$ cat config.mk
export PLATFORM = sky130hd
export DESIGN_NAME = key_matrix_scan
export DESIGN_NICKNAME = d
export VERILOG_FILES = /design/src/rtl/key_matrix_scan_pkg.sv /design/src/rtl/key_event_fifo.sv /design/src/rtl/key_matrix_scan.sv
export SDC_FILE = /design/constraint.sdc
export NUM_CORES = 1
export LEC_CHECK = 0
export CAP_MARGIN = 20
export CORE_ASPECT_RATIO = 1.1
export CORE_MARGIN = 2
export CORE_UTILIZATION = 30
export CTS_CLUSTER_SIZE = 28
export DETAILED_ROUTE_END_ITERATION = 16
export SLEW_MARGIN = 20
export SYNTH_ARGS = -nofsm -noshare
export SYNTH_HDL_FRONTEND = slang
export SYNTH_HIERARCHICAL = 1
export SYNTH_SLANG_ARGS = --single-unit
$ cat constraint.sdc
create_clock -name clk -period 4.9 [get_ports clk]
set_input_delay 0.98 -clock clk [delete_from_list [all_inputs] [get_ports clk]]
set_output_delay 0.98 -clock clk [all_outputs]
set_load 0.02 [all_outputs]
$ cat src/rtl/key_matrix_scan_pkg.sv
// Shared constants for the key matrix scanner: register addresses, STATUS
// bit positions and the key-code width, plus a priority helper.
package key_matrix_scan_pkg;

  localparam int ADDR_KEY_STATUS = 'h00;
  localparam int ADDR_KEY_DATA   = 'h04;
  localparam int ADDR_KEY_CTRL   = 'h08;

  localparam int STAT_NOT_EMPTY = 0;
  localparam int STAT_OVERFLOW  = 1;
  localparam int STAT_KEY_DOWN  = 2;
  localparam int STAT_COUNT_LSB = 3;

  localparam int KEY_DATA_VALID = 8;
  localparam int KEY_CODE_W     = 4;

  // Index of the lowest set bit; 0 when the mask is empty.
  function automatic logic [KEY_CODE_W-1:0] lowest_index(input logic [15:0] mask);
    logic [KEY_CODE_W-1:0] idx;
    idx = '0;
    for (int i = 15; i >= 0; i--) begin
      if (mask[i]) idx = KEY_CODE_W'(i);
    end
    return idx;
  endfunction

endpackage

$ cat src/rtl/key_event_fifo.sv
// Small synchronous FIFO for key codes. A pop on empty is a no-op; a push
// on full is accepted only when a pop frees a slot in the same cycle.
module key_event_fifo #(
  parameter int DEPTH = 4,
  parameter int WIDTH = 4,
  localparam int PTR_W = $clog2(DEPTH),
  localparam int CNT_W = $clog2(DEPTH + 1)
) (
  input  logic             clk,
  input  logic             rst_n,
  input  logic             push,
  input  logic [WIDTH-1:0] push_data,
  input  logic             pop,
  output logic [WIDTH-1:0] pop_data,
  output logic             full,
  output logic             empty,
  output logic [CNT_W-1:0] count
);

  logic [WIDTH-1:0] mem [DEPTH];
  logic [PTR_W-1:0] wr_ptr;
  logic [PTR_W-1:0] rd_ptr;
  logic             do_push;
  logic             do_pop;

  assign full     = (count == CNT_W'(DEPTH));
  assign empty    = (count == '0);
  assign do_pop   = pop && !empty;
  assign do_push  = push && (!full || do_pop);
  assign pop_data = mem[rd_ptr];

  always_ff @(posedge clk or negedge rst_n) begin
    if (!rst_n) begin
      for (int i = 0; i < DEPTH; i++) mem[i] <= '0;
      wr_ptr <= '0;
      rd_ptr <= '0;
      count  <= '0;
    end else begin
      if (do_push) begin
        mem[wr_ptr] <= push_data;
        wr_ptr      <= wr_ptr + PTR_W'(1);
      end
      if (do_pop) rd_ptr <= rd_ptr + PTR_W'(1);
      case ({do_push, do_pop})
        2'b10:   count <= count + CNT_W'(1);
        2'b01:   count <= count - CNT_W'(1);
        default: count <= count;
      endcase
    end
  end

endmodule

$ cat src/rtl/key_matrix_scan.sv
// 4x4 active-low key matrix scanner with frame debounce, a press-event FIFO
// and a registered CPU read/write port.
module key_matrix_scan
  import key_matrix_scan_pkg::*;
#(
  parameter int ADDRWIDTH = 4,
  parameter int SCAN_DIV  = 25000,
  parameter int DEBOUNCE  = 3
) (
  input  logic                 clk,
  input  logic                 rst_n,
  input  logic                 wr,
  input  logic [ADDRWIDTH-1:0] waddr,
  input  logic [31:0]          wdata,
  input  logic                 rd,
  input  logic [ADDRWIDTH-1:0] raddr,
  output logic [31:0]          rdata,
  output logic [3:0]           col_out,
  input  logic [3:0]           row_in
);

  logic        scan_en;
  logic        overflow;
  logic [15:0] div_cnt;
  logic [1:0]  col_idx;
  logic [3:0]  row_meta;
  logic [3:0]  row_sync;
  logic [15:0] frame;
  logic [15:0] frame_next;
  logic [15:0] prev_frame;
  logic [15:0] stable;
  logic [15:0] press_mask;
  logic [3:0]  stab_cnt;
  logic [3:0]  stab_next;
  logic        tick;
  logic        frame_done;
  logic        load_stable;
  logic        push;
  logic [KEY_CODE_W-1:0] push_code;
  logic        pop;
  logic [KEY_CODE_W-1:0] pop_data;
  logic        fifo_full;
  logic        fifo_empty;
  logic [2:0]  fifo_count;
  logic        wr_ctrl;
  logic        unused_bits;

  assign unused_bits = ^wdata[31:2];

  assign tick       = scan_en && (div_cnt == 16'(SCAN_DIV - 1));
  assign frame_done = tick && (col_idx == 2'd3);
  assign col_out    = scan_en ? ~(4'b0001 << col_idx) : 4'b1111;
  assign wr_ctrl    = wr && (waddr == ADDRWIDTH'(ADDR_KEY_CTRL));
  assign pop        = rd && (raddr == ADDRWIDTH'(ADDR_KEY_DATA)) && !fifo_empty;

  // The column being left is folded in so a completed frame is whole.
  always_comb begin
    frame_next = frame;
    for (int r = 0; r < 4; r++) begin
      frame_next[{col_idx, 2'(r)}] = ~row_sync[r];
    end
  end

  always_comb begin
    if (frame_next == prev_frame) begin
      stab_next = (stab_cnt == 4'hF) ? stab_cnt : stab_cnt + 4'd1;
    end else begin
      stab_next = 4'd1;
    end
  end

  assign load_stable = frame_done && (stab_next >= 4'(DEBOUNCE));
  assign press_mask  = frame_next & ~stable;
  assign push        = load_stable && (|press_mask);
  assign push_code   = lowest_index(press_mask);

  always_ff @(posedge clk or negedge rst_n) begin
    if (!rst_n) begin
      row_meta <= 4'hF;
      row_sync <= 4'hF;
    end else begin
      row_meta <= row_in;
      row_sync <= row_meta;
    end
  end

  always_ff @(posedge clk or negedge rst_n) begin
    if (!rst_n) begin
      div_cnt <= '0;
      col_idx <= '0;
      frame   <= '0;
    end else if (!scan_en) begin
      div_cnt <= '0;
      col_idx <= '0;
    end else if (tick) begin
      div_cnt <= '0;
      col_idx <= col_idx + 2'd1;
      frame   <= frame_next;
    end else begin
      div_cnt <= div_cnt + 16'd1;
    end
  end

  always_ff @(posedge clk or negedge rst_n) begin
    if (!rst_n) begin
      prev_frame <= '0;
      stab_cnt   <= '0;
      stable     <= '0;
    end else if (frame_done) begin
      prev_frame <= frame_next;
      stab_cnt   <= stab_next;
      if (load_stable) stable <= frame_next;
    end
  end

  // A fresh overflow in the same cycle as a clear request wins.
  always_ff @(posedge clk or negedge rst_n) begin
    if (!rst_n) begin
      scan_en  <= 1'b1;
      overflow <= 1'b0;
    end else begin
      if (wr_ctrl) scan_en <= wdata[0];
      if (push && fifo_full && !pop) overflow <= 1'b1;
      else if (wr_ctrl && wdata[1]) overflow <= 1'b0;
    end
  end

  always_ff @(posedge clk or negedge rst_n) begin
    if (!rst_n) begin
      rdata <= '0;
    end else begin
      rdata <= '0;
      if (rd) begin
        case (raddr)
          ADDRWIDTH'(ADDR_KEY_STATUS): begin
            rdata[STAT_NOT_EMPTY]                 <= !fifo_empty;
            rdata[STAT_OVERFLOW]                  <= overflow;
            rdata[STAT_KEY_DOWN]                  <= |stable;
            rdata[STAT_COUNT_LSB+2:STAT_COUNT_LSB] <= fifo_count;
          end
          ADDRWIDTH'(ADDR_KEY_DATA): begin
            if (!fifo_empty) begin
              rdata[KEY_DATA_VALID]   <= 1'b1;
              rdata[KEY_CODE_W-1:0]   <= pop_data;
            end
          end
          ADDRWIDTH'(ADDR_KEY_CTRL): rdata[0] <= scan_en;
          default: rdata <= '0;
        endcase
      end
    end
  end

  key_event_fifo #(
    .DEPTH (4),
    .WIDTH (KEY_CODE_W)
  ) u_fifo (
    .clk       (clk),
    .rst_n     (rst_n),
    .push      (push),
    .push_data (push_code),
    .pop       (pop),
    .pop_data  (pop_data),
    .full      (fifo_full),
    .empty     (fifo_empty),
    .count     (fifo_count)
  );

endmodule

==> results_dict.tcl <==
set metrics [dict create \
    worstPathArrival_ns 4.23 \
    insertion_delay_ns 0.35 \
    dr.first_iter.drc_count 252 \
    cts_buffer_depth 2 \
    final_cell_mix "dfrtp_1, nand2_1, nor2_1" \
    multi_input_area_sq_um 2680 \
    post-route-cell-area_sq_um 6450 \
    crit_buf_inv 2 \
    synth-simple-area-share_pct 19.8 \
    synthMuxAreaShare_pct 8.57 \
    cts_resized 0 \
    worst_pin_slew_ns 0.903 \
    post_cts_buffers 0 \
    die_area_sq_um 20100 \
    cellLeakagePower_uw 0.00291 \
    top_layer "met4" \
    globalRoute.totalOverflow 0 \
    synthXorXnorAreaFrac_pct 4.46 \
    antenna_found_initial 0 \
    yosys_register_bits 110 \
    skew_ns 0.0128 \
    grt_usage_pct 12.8 \
    hold_slack_ns 0.358 \
    io_buffers 28 \
    p_per_area_nw_per_um2 295 \
    hpwl_mm 8.90 \
    avgSynthCellArea_sq_um 10.4 \
    cts.sinks 110 \
    fmax_mhz 250 \
    final_cells 828 \
    utilization_pct 34.9 \
    synth_compound_area_share_pct 9.62 \
    htree_levels 3 \
    wl_met1_mm 5.33 \
    async_flop_share_pct 100 \
    ctsHoldBuffers 0 \
    r2r_start "col_idx[0]" \
    path_class "flip-flop to flip-flop" \
    synthAdderAreaFrac_pct 2.99 \
    clkTransAtPathRegs_ns 0.08 \
    finalSetupViolCount 0 \
    place_area_sq_um 6150 \
    area_growth_pct 13.3 \
    routed_wl_mm 12.0 \
    drcViolationCount 0 \
    fin_crit_sh_pct 81.5 \
    crit_family "simple AND/OR/NAND/NOR gates" \
    synth.distinct_cells 61 \
    critical_path.max_stage_delay_ns 0.53 \
    seqCellArea_sq_um 2760 \
    startpoint "col_idx[0]" \
    start_kind "flip-flop" \
    grt_max_degree 86 \
    run_status "finished, final reports clean" \
    dieHeight_microns 148 \
    dp_cells 812 \
    final_nets 641 \
    synthFlopType "dfrtp_1" \
    pin_count 84 \
    timing.final.hold_violations 0 \
    period_needed_ns 3.99 \
    cap_violations 0 \
    syn_area_sq_um 5690 \
    path_max_fanout 10 \
    cp.required_ns 5.14 \
    path_cells "inv_1 > ha_1 > nand2b_1 > and3_1 > or4_4 > nor4_4 > nand4_4 > nor2b_1 > nand2b_2 > ha_1 > inv_1 > fa_1 > xor2_1 > nor2_1 > xor2_1" \
    hp-class "flip-flop to flip-flop" \
    final_antenna_net_count 0 \
    core_sq_um 18500 \
    end_kind "flip-flop" \
    vias 3934 \
    synth_top_family_by_area "simple AND/OR/NAND/NOR gates" \
    synth_seq_area_share_pct 48.5 \
    synthCells 549 \
    met2_length_mm 6.13 \
    vias_per_cell 4.75 \
    min_from "row_meta[1]" \
    yosys_warnings 6 \
    drive_gt1_share_pct 12.0 \
    slew_viol_final 0 \
    rsz0062_at_grt "false" \
    slew_headroom_pct 38.3 \
    synth_edf_count 0 \
    cpMaxStageDelayCell "or4_4" \
    rows 52 \
    post_drt_wl_per_cell_microns 14.6 \
    gp_congestion 0.885 \
    ir_worst_vdd_mv 0.167 \
    firstDrtPassIters 4 \
    final_common_cell "dfrtp_1" \
    dieWidth_microns 135 \
    antennaDiodeCount 0 \
    fillers 1842 \
    grt_pass1_wl_mm 20.3 \
    cts_tree "done" \
    fin_setup_tns_ns 0 \
    wl_met3_microns 374 \
    floorplan.initialDensity_pct 30.8 \
    cts_buffers 9 \
    root_buffer "clkbuf_16" \
    grt_pass1_vias 4087 \
]
[per-layer routing]
layer,track usage (%),up-vias
met5,0,-
met4,4.74,0
met3,2.01,14
met2,22.3,80
met1,15.9,1934
li1,-,1906
[report_power, final]
group / leakage, uW / internal (uW) / switching, uW
registers: 0.00149 / 942 / 62.9
clock network: 0.000149 / 362 / 364
logic: 0.00127 / 75.7 / 97.9
total: 0.00291 / 1380 / 525
[metrics by stage]
| stage | setup slack [ns] | power [uW] |
|---|---|---|
| 4_1_cts | 0.856 | 1940 |
| 3_5_place_dp | 0.879 | 1200 |
| 2_1_floorplan | 1.32 | 1140 |
| 5_1_grt | 0.577 | 2000 |
| 6_report | 0.907 | 1900 |
| 3_3_place_gp | 0.988 | 1190 |
[state kept, by name, indices dropped and copies added, names as in the netlist]
name and flops:
frame 16, u_fifo/count 3, stable 16, prev_frame 16
u_fifo/mem 16, div_cnt 16, rdata 7, row_meta 4
row_sync 4, stab_cnt 4, overflow 1, u_fifo/rd_ptr 2
col_idx 2, scan_en 1, u_fifo/wr_ptr 2
[synth_stat cells (3+ instances only)]
| cell | number | area [sq um] |
|---|---|---|
| nand2_1 | 58 | 218 |
| inv_1 | 25 | 93.8 |
| nor2b_1 | 7 | 43.8 |
| or2_2 | 3 | 18.8 |
| xor2_1 | 15 | 131 |
| xnor2_1 | 14 | 123 |
| dfrtp_1 | 101 | 2530 |
| and3_1 | 10 | 62.6 |
| dfstp_2 | 9 | 236 |
| and2_1 | 15 | 93.8 |
| clkbuf_1 | 7 | 26.3 |
| nor4_1 | 8 | 50.1 |
| nor2_1 | 37 | 139 |
| a21o_1 | 5 | 37.5 |
| mux2_2 | 22 | 248 |
| a21oi_1 | 28 | 140 |
| nor3_1 | 8 | 40.0 |
| buf_4 | 25 | 188 |
| nand3_1 | 8 | 40.0 |
| o21ai_0 | 34 | 170 |
| ha_1 | 12 | 150 |
| mux2i_1 | 15 | 150 |
| nand2b_1 | 24 | 150 |
| mux4_2 | 4 | 90.1 |
| nand4_1 | 5 | 31.3 |
[cell type report]
class	count	share of cell area, %
clock buffer	9	3.49
clock inverter	7	1.12
inverter	25	1.45
multi-input combinational	402	41.5
sequential	110	42.8
tap	243	4.71
timing repair buffer	32	4.83
[kinds of logic after synthesis]
logic type	Yosys count
compound gates	91
xor+xnor	29
fa+ha+maj	13
buf+inv	61
flops	110
mux	41
other cells	1
simple gates	203
[worst paths after layout]
path / slack [ns] / endpoint / cells after the start
setup reg to reg: 0.91 / u_fifo/count[2] / 15
max in group asynchronous: 3.33 / rdata[3] / 2
hold / removal: 0.36 / row_sync[1] / 0
hold reg to reg: 0.36 / row_sync[1] / 0
min in group asynchronous: 0.62 / stab_cnt[0] / 1
setup / recovery: 0.91 / u_fifo/count[2] / 15
No activity file was read; power rests on OpenSTA's default activity.
